==> src/rtl/tim_regs.sv <==
`default_nettype none
// ============================================================================
//  Module   : tim_regs
//  Purpose  : Memory-mapped control/status registers for the general-purpose
//             timer. Holds PSC/ARR preload and active (shadow) copies, the
//             enable/direction controls, and turns the core's asynchronous
//             reload pulse into a sticky update flag and a maskable irq.
//             Optional macro TIM_REGS_BUS_ERR_EN enables bus_err responses
//             for unmapped offsets, CNT writes and EGR reads.
//  Revision : 1.0 - initial release
// ============================================================================
module tim_regs #(
    parameter int          ADDR_W  = 5,
    parameter logic [15:0] ARR_RST = 16'hFFFF
) (
    input  logic              clk,
    input  logic              rst,
    input  logic              bus_req,
    input  logic              bus_we,
    input  logic [ADDR_W-1:0] bus_addr,
    input  logic [31:0]       bus_wdata,
    output logic              bus_ready,
    output logic [31:0]       bus_rdata,
    output logic              bus_err,
    output logic              tim_en,
    output logic              tim_countdown,
    output logic [15:0]       tim_psc,
    output logic [15:0]       tim_arr,
    input  logic [31:0]       timer_value,
    input  logic              timer_interrupt,
    output logic              irq
);

    localparam logic [2:0] c_slot_cr   = 3'd0;
    localparam logic [2:0] c_slot_psc  = 3'd1;
    localparam logic [2:0] c_slot_arr  = 3'd2;
    localparam logic [2:0] c_slot_sr   = 3'd3;
    localparam logic [2:0] c_slot_dier = 3'd4;
    localparam logic [2:0] c_slot_cnt  = 3'd5;
    localparam logic [2:0] c_slot_egr  = 3'd6;

    typedef enum logic [0:0] {
        S_IDLE = 1'b0,
        S_RESP = 1'b1
    } state_t;

    state_t state_q, state_d;

    logic        cen_q, cen_d, dir_q, dir_d, arpe_q, arpe_d, uie_q, uie_d;
    logic        uif_q, uif_d, ovr_q, ovr_d, irq_q, irq_d;
    logic        en_q, en_d, cdir_q, cdir_d;
    logic        sync1_q, sync1_d, sync2_q, sync2_d, sync3_q, sync3_d;
    logic [15:0] psc_pre_q, psc_pre_d, arr_pre_q, arr_pre_d;
    logic [15:0] psc_act_q, psc_act_d, arr_act_q, arr_act_d;
    logic [31:0] rdata_q, rdata_d;

    logic        w_hi_zero;
    logic [2:0]  w_slot;
    logic        w_accept, w_wr, w_edge, w_upd, w_ug;
    logic        w_clr_uif, w_clr_ovr;
    logic [31:0] w_rmux;
    logic        w_unused;

    // Address bits above the 8-slot window must be zero for a hit.
    generate
        if (ADDR_W > 5) begin : g_hi_decode
            assign w_hi_zero = (bus_addr[ADDR_W-1:5] == '0);
        end else begin : g_no_hi
            assign w_hi_zero = 1'b1;
        end
    endgenerate

    assign w_slot    = bus_addr[4:2];
    assign w_accept  = (state_q == S_IDLE) && bus_req;
    assign w_wr      = w_accept && bus_we && w_hi_zero;
    assign w_edge    = sync2_q && !sync3_q;
    assign w_ug      = w_wr && (w_slot == c_slot_egr) && bus_wdata[0];
    assign w_upd     = w_edge || w_ug;
    assign w_clr_uif = w_wr && (w_slot == c_slot_sr) && bus_wdata[0];
    assign w_clr_ovr = w_wr && (w_slot == c_slot_sr) && bus_wdata[1];
    assign w_unused  = ^{bus_addr[1:0], bus_wdata[31:16]};

    // Read-data mux; preload registers are what software reads back.
    always_comb begin
        w_rmux = 32'd0;
        if (w_hi_zero) begin
            case (w_slot)
                c_slot_cr:   w_rmux = {24'd0, arpe_q, 5'd0, dir_q, cen_q};
                c_slot_psc:  w_rmux = {16'd0, psc_pre_q};
                c_slot_arr:  w_rmux = {16'd0, arr_pre_q};
                c_slot_sr:   w_rmux = {30'd0, ovr_q, uif_q};
                c_slot_dier: w_rmux = {31'd0, uie_q};
                c_slot_cnt:  w_rmux = timer_value;
                default:     w_rmux = 32'd0;
            endcase
        end
    end

    // Bus handshake FSM: accept in IDLE, respond for one cycle in RESP.
    always_comb begin
        state_d = state_q;
        case (state_q)
            S_IDLE:  if (bus_req) state_d = S_RESP;
            S_RESP:  state_d = S_IDLE;
            default: state_d = S_IDLE;
        endcase
    end

    // Next-state for registers, shadow copies, flags and synchroniser.
    always_comb begin
        cen_d     = cen_q;
        dir_d     = dir_q;
        arpe_d    = arpe_q;
        uie_d     = uie_q;
        psc_pre_d = psc_pre_q;
        arr_pre_d = arr_pre_q;
        psc_act_d = psc_act_q;
        arr_act_d = arr_act_q;
        rdata_d   = 32'd0;
        sync1_d   = timer_interrupt;
        sync2_d   = sync1_q;
        sync3_d   = sync2_q;
        en_d      = cen_q;
        cdir_d    = dir_q;

        if (w_accept && !bus_we) rdata_d = w_rmux;

        if (w_wr) begin
            case (w_slot)
                c_slot_cr: begin
                    cen_d  = bus_wdata[0];
                    dir_d  = bus_wdata[1];
                    arpe_d = bus_wdata[7];
                end
                c_slot_psc:  psc_pre_d = bus_wdata[15:0];
                c_slot_arr:  arr_pre_d = bus_wdata[15:0];
                c_slot_dier: uie_d     = bus_wdata[0];
                default: ;
            endcase
        end

        // Stopped timer: shadows track preload. Running: PSC waits for an
        // update event, ARR waits only when auto-reload preload is on.
        if (!cen_q || w_upd) begin
            psc_act_d = psc_pre_q;
            arr_act_d = arr_pre_q;
        end else if (!arpe_q) begin
            arr_act_d = arr_pre_q;
        end

        // A set in the same cycle as a clear wins; OVR flags a lost update.
        ovr_d = w_clr_ovr ? 1'b0 : ovr_q;
        if (w_edge && uif_q && !w_clr_uif) ovr_d = 1'b1;
        uif_d = w_edge ? 1'b1 : (w_clr_uif ? 1'b0 : uif_q);
        irq_d = uif_d && uie_d;
    end

    // State and register storage.
    always_ff @(posedge clk or posedge rst) begin
        if (rst) begin
            state_q   <= S_IDLE;
            cen_q     <= 1'b0;
            dir_q     <= 1'b0;
            arpe_q    <= 1'b0;
            uie_q     <= 1'b0;
            uif_q     <= 1'b0;
            ovr_q     <= 1'b0;
            irq_q     <= 1'b0;
            en_q      <= 1'b0;
            cdir_q    <= 1'b0;
            sync1_q   <= 1'b0;
            sync2_q   <= 1'b0;
            sync3_q   <= 1'b0;
            psc_pre_q <= 16'd0;
            arr_pre_q <= ARR_RST;
            psc_act_q <= 16'd0;
            arr_act_q <= ARR_RST;
            rdata_q   <= 32'd0;
        end else begin
            state_q   <= state_d;
            cen_q     <= cen_d;
            dir_q     <= dir_d;
            arpe_q    <= arpe_d;
            uie_q     <= uie_d;
            uif_q     <= uif_d;
            ovr_q     <= ovr_d;
            irq_q     <= irq_d;
            en_q      <= en_d;
            cdir_q    <= cdir_d;
            sync1_q   <= sync1_d;
            sync2_q   <= sync2_d;
            sync3_q   <= sync3_d;
            psc_pre_q <= psc_pre_d;
            arr_pre_q <= arr_pre_d;
            psc_act_q <= psc_act_d;
            arr_act_q <= arr_act_d;
            rdata_q   <= rdata_d;
        end
    end

`ifdef TIM_REGS_BUS_ERR_EN
    logic err_q, err_d;
    logic w_err;

    assign w_err = !w_hi_zero || (w_slot == 3'd7)
                 || (bus_we && (w_slot == c_slot_cnt))
                 || (!bus_we && (w_slot == c_slot_egr));

    // Error response is latched with the access and shown during RESP.
    always_comb begin
        err_d = 1'b0;
        if (w_accept) err_d = w_err;
    end

    // Error flag storage.
    always_ff @(posedge clk or posedge rst) begin
        if (rst) err_q <= 1'b0;
        else     err_q <= err_d;
    end

    assign bus_err = err_q;
`else
    assign bus_err = 1'b0;
`endif

    assign bus_ready     = (state_q == S_RESP);
    assign bus_rdata     = rdata_q;
    assign tim_en        = en_q;
    assign tim_countdown = cdir_q;
    assign tim_psc       = psc_act_q;
    assign tim_arr       = arr_act_q;
    assign irq           = irq_q;

endmodule
`default_nettype wire
==> config.mk <==
export PLATFORM = sky130hd
export DESIGN_NAME = tim_regs
export DESIGN_NICKNAME = d
export VERILOG_FILES = /design/src/rtl/tim_regs.sv
export SDC_FILE = /design/constraint.sdc
export NUM_CORES = 1
export LEC_CHECK = 0
export BUFFER_PORTS_ARGS = -buffer_cell sky130_fd_sc_hd__buf_4
export CAP_MARGIN = 25
export CORE_MARGIN = 3
export CORE_UTILIZATION = 45
export CTS_CLUSTER_SIZE = 30
export DETAILED_ROUTE_END_ITERATION = 16
export GPL_ROUTABILITY_DRIVEN = 0
export PLACE_DENSITY_LB_ADDON = 0.05
export SYNTH_ARGS = -nofsm -noshare
export SYNTH_HDL_FRONTEND = slang
export SYNTH_SLANG_ARGS = --single-unit
==> constraint.sdc <==
create_clock -name clk -period 6.45 [get_ports clk]
set_input_delay 1.935 -clock clk [delete_from_list [all_inputs] [get_ports clk]]
set_output_delay 1.935 -clock clk [all_outputs]
set_load 0.01 [all_outputs]
# == Yosys cells after proc, flatten, opt, wreduce, memory -nomap -nowiden ==
# Index checks and enable logic that the tools add are counted.
# word_totals
regBits,109
latch_bits,0
mem_bits_rw,0
mem_bits_ro,0
inputBits,74
output_inout_bits,69
n_memories,0
# op_classes
n_addsub,0
multipliers,0
n_div,0
n_lt_le_gt_ge,0
n_eq_ne,7
n_shift,0
muxes,12
bitwise,1
reduce_logical,23
# op_table
cell,count
$pmux 32 s6,1
$mux 16,2
$mux 32,1
$logic_and 1x1->1,12
$eq 3x3->1 const B,3
$mux 1,7
$eq 3x2->1 const B,2
$reduce_and 2->1,3
$logic_not 1->1,4
$eq 3x1->1 const B,1
$logic_not 3->1,1
$logic_or 1x1->1,2
$ne 2x1->1 const B,1
$pmux 1 s2,1
$reduce_bool 2->1,1
$not 1->1,1

# == Logic depth before layout (Yosys ltp) ==
# logic_depth
word_depth,8
ltp_mapped,6

# == Worst setup path before layout ==
# OpenSTA, ideal clock, no wires.
# synth_path
path_type,input-to-reg
from,in bus_addr[3]
to,reg psc_act_q[10] (netlist: tim_psc[10])
setup_time_ps,125
arrival_ps,2986
slack_ps,3340
path_stages,5
path_buffers,2
path_cell_list,buf_6 > nand4b_4 > o211ai_2 > buf_4 > mux2_2
# synth_via
elab_chain_cells,5
# synth_rtl
element,line_no,text
start: declaration,20,"input logic [ADDR_W-1:0] bus_addr,"
$eq 3x3->1,77,assign w_ug = w_wr && (w_slot == c_slot_egr) && bus_wdata[0];
$logic_and 1x1->1 (2 in series),77,
$logic_or 1x1->1,78,assign w_upd = w_edge || w_ug;
$logic_or 1x1->1,144,if (!cen_q || w_upd) begin
end signal: assignment,195,psc_act_q <= psc_act_d;
end: declaration,54,"logic [15:0] psc_act_q, psc_act_d, arr_act_q, arr_act_d;"
# Every way passes these cells.
# A chain may end at the register's enable or synchronous reset.

# == Worst setup path after layout ==
# layout_path
from,in bus_we
to,reg rdata_q[10] (netlist: bus_rdata[10])
# layout_via
elab_chain_cells,3
# layout_rtl
element,line_no,text
start: declaration,19,"input logic bus_we,"
$logic_not 1->1,126,if (w_accept && !bus_we) rdata_d = w_rmux;
$logic_and 1x1->1,126,
$mux 32,126,
net rdata_d[10],55,"logic [31:0] rdata_q, rdata_d;"
end signal: assignment,197,rdata_q <= rdata_d;
end: declaration,55,
# The timed path passes the listed nets, and every way through them passes these cells.

==> impl_results.md <==
* Root Buffer: clkbuf_8
* Fin nets at between 500 and 600
* Synthesized flop and latch total at between 100 and 150
* CP Max Fanout at 18
* Worst hold path type: flip-flop to flip-flop
* Leakage power at approximately 2.8 nW
* RSZ-0062 raised after global routing: false
* Initial antenna violation count at 0
* Post-cts hold buffer count at 0
* Max-slew violations at 0
* Final WL at roughly 10000 µm
* Post-CTS setup buffer count at 0
* Status: finished, final reports clean
* Worst hold slack at approximately 0.36 ns
* Sum Neg Setup Slack at 0 ns
* Vias in the first global route at about 3.1k
* Die height at roughly 110 µm
* DR vias at slightly below 3k
* Clock transition at the registers of the reported paths at 0.10 ns
* Clk_lat worst skew at 0.36 ns
* Clock power frac at 0.224
* Top FF cell, synth: dfrtp_1
* Clk sink count at roughly 110
* Synth Area in Compound Gates at 0.0583
* Met1 Use GR at 0.249
* Detailed Place HPWL at roughly 6700 µm
* Final hold vios at 0
* Crit start category: input port
* Post-Synth XOR/XNOR Area at 0
* Met2 Use GR at 0.287
* Die area at 11400 µm²
* Starting DRC count in detailed routing at about 130
* Largest net degree at the start of global routing at 66
* Hold Startpoint: sync1_q
* Max Cap Viol at 0
* GRT busiest layer: met2
* Simple-gate share of the synthesized area at 0.117
* Core area at just under 10000 µm²
* Switching part of the total at 0.271
* Global-route wire length before repair at roughly 16000 µm
* CTS Buffer Depth at 2
* Die width at around 110 µm
* Final Power at about 0.0017 W
* Gate power share at 0.235
* Syn-to-layout area delta at 27.0%
* Register area share after synthesis at 0.608
* N_diodes at 0
* Commonest non-fill, non-tap cell in the layout: buf_4
* DRC at 0
* Critical Path RT at 6.72 ns
* Most frequent cells in the layout: buf_4 (124), dfrtp_1 (77), mux2_2 (61)
* Syn Inst Count at around 320
* Pre-CTS setup slack at about 2.5 ns
* Grt met3 use at 0.0512
* Proportion of synthesized area in mux cells at 0.186
* Flop2flop setup slack at ~4.2 ns
* RR Endpoint: bus_rdata[10]
* Worst setup startpoint: bus_we
* DR pass1 iterations at 4
* Post-CTS Resized at 0
* Syn_nets at approximately 400
* Grt ovf at 0
* Sequential Power Share at 0.541
* Data arrival, critical path at 3.82 ns
* Reg2reg start: bus_ready
* Worst-Margin Slew at between 0.9 and 1 ns
* Clk_skew at approximately 0.013 ns
* Post-Synth Adder-Cell Area at 0
* Peak VDD IR at between 100 and 150 µV
* Placed cells at between 500 and 600
* Fillers at just under 900
* Antenna-violating nets left at 0
* Fin crit period at 3.55 ns
* Async set-reset flop share out of synthesis at 1.00
* Tcrit/Tclk final at 0.550
* Main combinational cell family by area after synthesis: multiplexers
* Drt via density at a little over 5
* Htree depth at 3
* Post-Syn Area at approximately 4600 µm²
* Fmax at roughly 280 MHz
* Cell internal pwr at around 0.0012 W
* GRT Total Usage at 0.182
* Final setup viols at 0
* PwrDens at approximately 300 nW/µm²
* Psw at between 0.0004 and 0.0005 W
* Setup crit end: bus_rdata[10]
* Final WS setup at about 2.9 ns
* Ports at about 140
* Average wire per standard cell at 17.2 µm
* Share of layout cells above drive strength 1 at 0.575
* Row count at 36
* Avg Synthesized Cell Area at between 10 and 15 µm²
* Port-buffer cells at 123
* Finished Layout Cells at 580
* Initial Utilization at 0.464
* CP endpoint kind: flip-flop
* Yosys warning count at 0
* Synth unique cells at 42
* Cell depth of the worst flop-to-flop path at 3
* EDFF count, synth at 0
* CTS tree: built
* Slew margin rel. at 0.396
* Crit Path Class: input port to flip-flop
* Cts bufs inserted at 9
[registers in the layout (all words and copies together) (netlist names)]
name,flops
sync1_q,1
tim_en,1
psc_pre_q,16
uie_q,1
uif_q,1
arpe_q,1
irq,1
bus_rdata,32
arr_pre_q,16
tim_psc,16
tim_countdown,1
bus_ready,1
ovr_q,1
sync2_q,1
tim_arr,16
cdir_d,1
sync3_q,1
cen_q,1
[metal layers]
layer / share of wire / vias up
met5: 0 / -
met4: 0.0091 / 0
met3: 0.059 / 8
met2: 0.48 / 80
met1: 0.46 / 1468
li1: - / 1376
[layout make-up]
class                      count  area [µm²]  area share
clock buffer                  10         138      0.0238
tap                          133         166      0.0288
multi-input combinational    192        1650       0.285
clock inverter                 6        45.0     0.00779
sequential                   109        2770       0.479
timing repair buffer         127        1000       0.173
inverter                       3        13.8     0.00238
[power by group through the flow]
stage          Sequential, W  Clock, W  Combinational, W
3_3_place_gp        0.000930         0          0.000393
5_1_grt             0.000939  0.000426          0.000435
4_1_cts             0.000922  0.000396          0.000408
2_1_floorplan       0.000951         0          0.000193
3_5_place_dp        0.000933         0          0.000407
6_report            0.000920  0.000381          0.000401
[metrics by stage]
step / utilization / instance area, µm²
2_1_floorplan: - / 4550
3_3_place_gp: 0.563 / 5530
3_5_place_dp: 0.567 / 5570
4_1_cts: 0.586 / 5750
5_1_grt: 0.589 / 5780
6_report: 0.589 / 5780
[cell usage after synthesis, types with 2 or more instances]
cell / number / area share
nand3_1: 2 / 0.0022
mux2_2: 61 / 0.15
mux2_4: 10 / 0.033
buf_6: 3 / 0.0074
nand2_1: 17 / 0.014
nor2_1: 2 / 0.0016
dfstp_2: 32 / 0.18
buf_2: 4 / 0.0044
dfrtp_1: 77 / 0.42
inv_1: 3 / 0.0025
nand3b_1: 27 / 0.045
buf_4: 3 / 0.0049
nor2b_1: 3 / 0.0041
and3_1: 17 / 0.023
a21oi_1: 15 / 0.016
a21o_1: 13 / 0.021
a31o_2: 2 / 0.0038
clkbuf_1: 8 / 0.0066
nand2_2: 2 / 0.0027
[worst min-delay path by stage]
stage	to	slack, ns	cells past startpoint
floorplan	sync2_q	0.33	0
global placement	sync2_q	0.34	0
detailed placement	sync2_q	0.34	0
CTS	sync2_q	0.36	0
global route	sync2_q	0.39	0
finish	sync2_q	0.36	0
[cells by family (layout without fill, tap and decap cells)]
kind of cell | count (synthesis) | in the layout
mux | 72 | 72
buf+inv | 23 | 146
compound gates | 38 | 38
simple gates | 81 | 81
flops | 109 | 109
other cells | 1 | 1
[critical path, cell delays in order]
cell and delay [ns]:
buf_4 0.12, nor3b_2 0.74, nand2_1 0.68, a21oi_1 0.33
(Power assumes the default switching activity.)
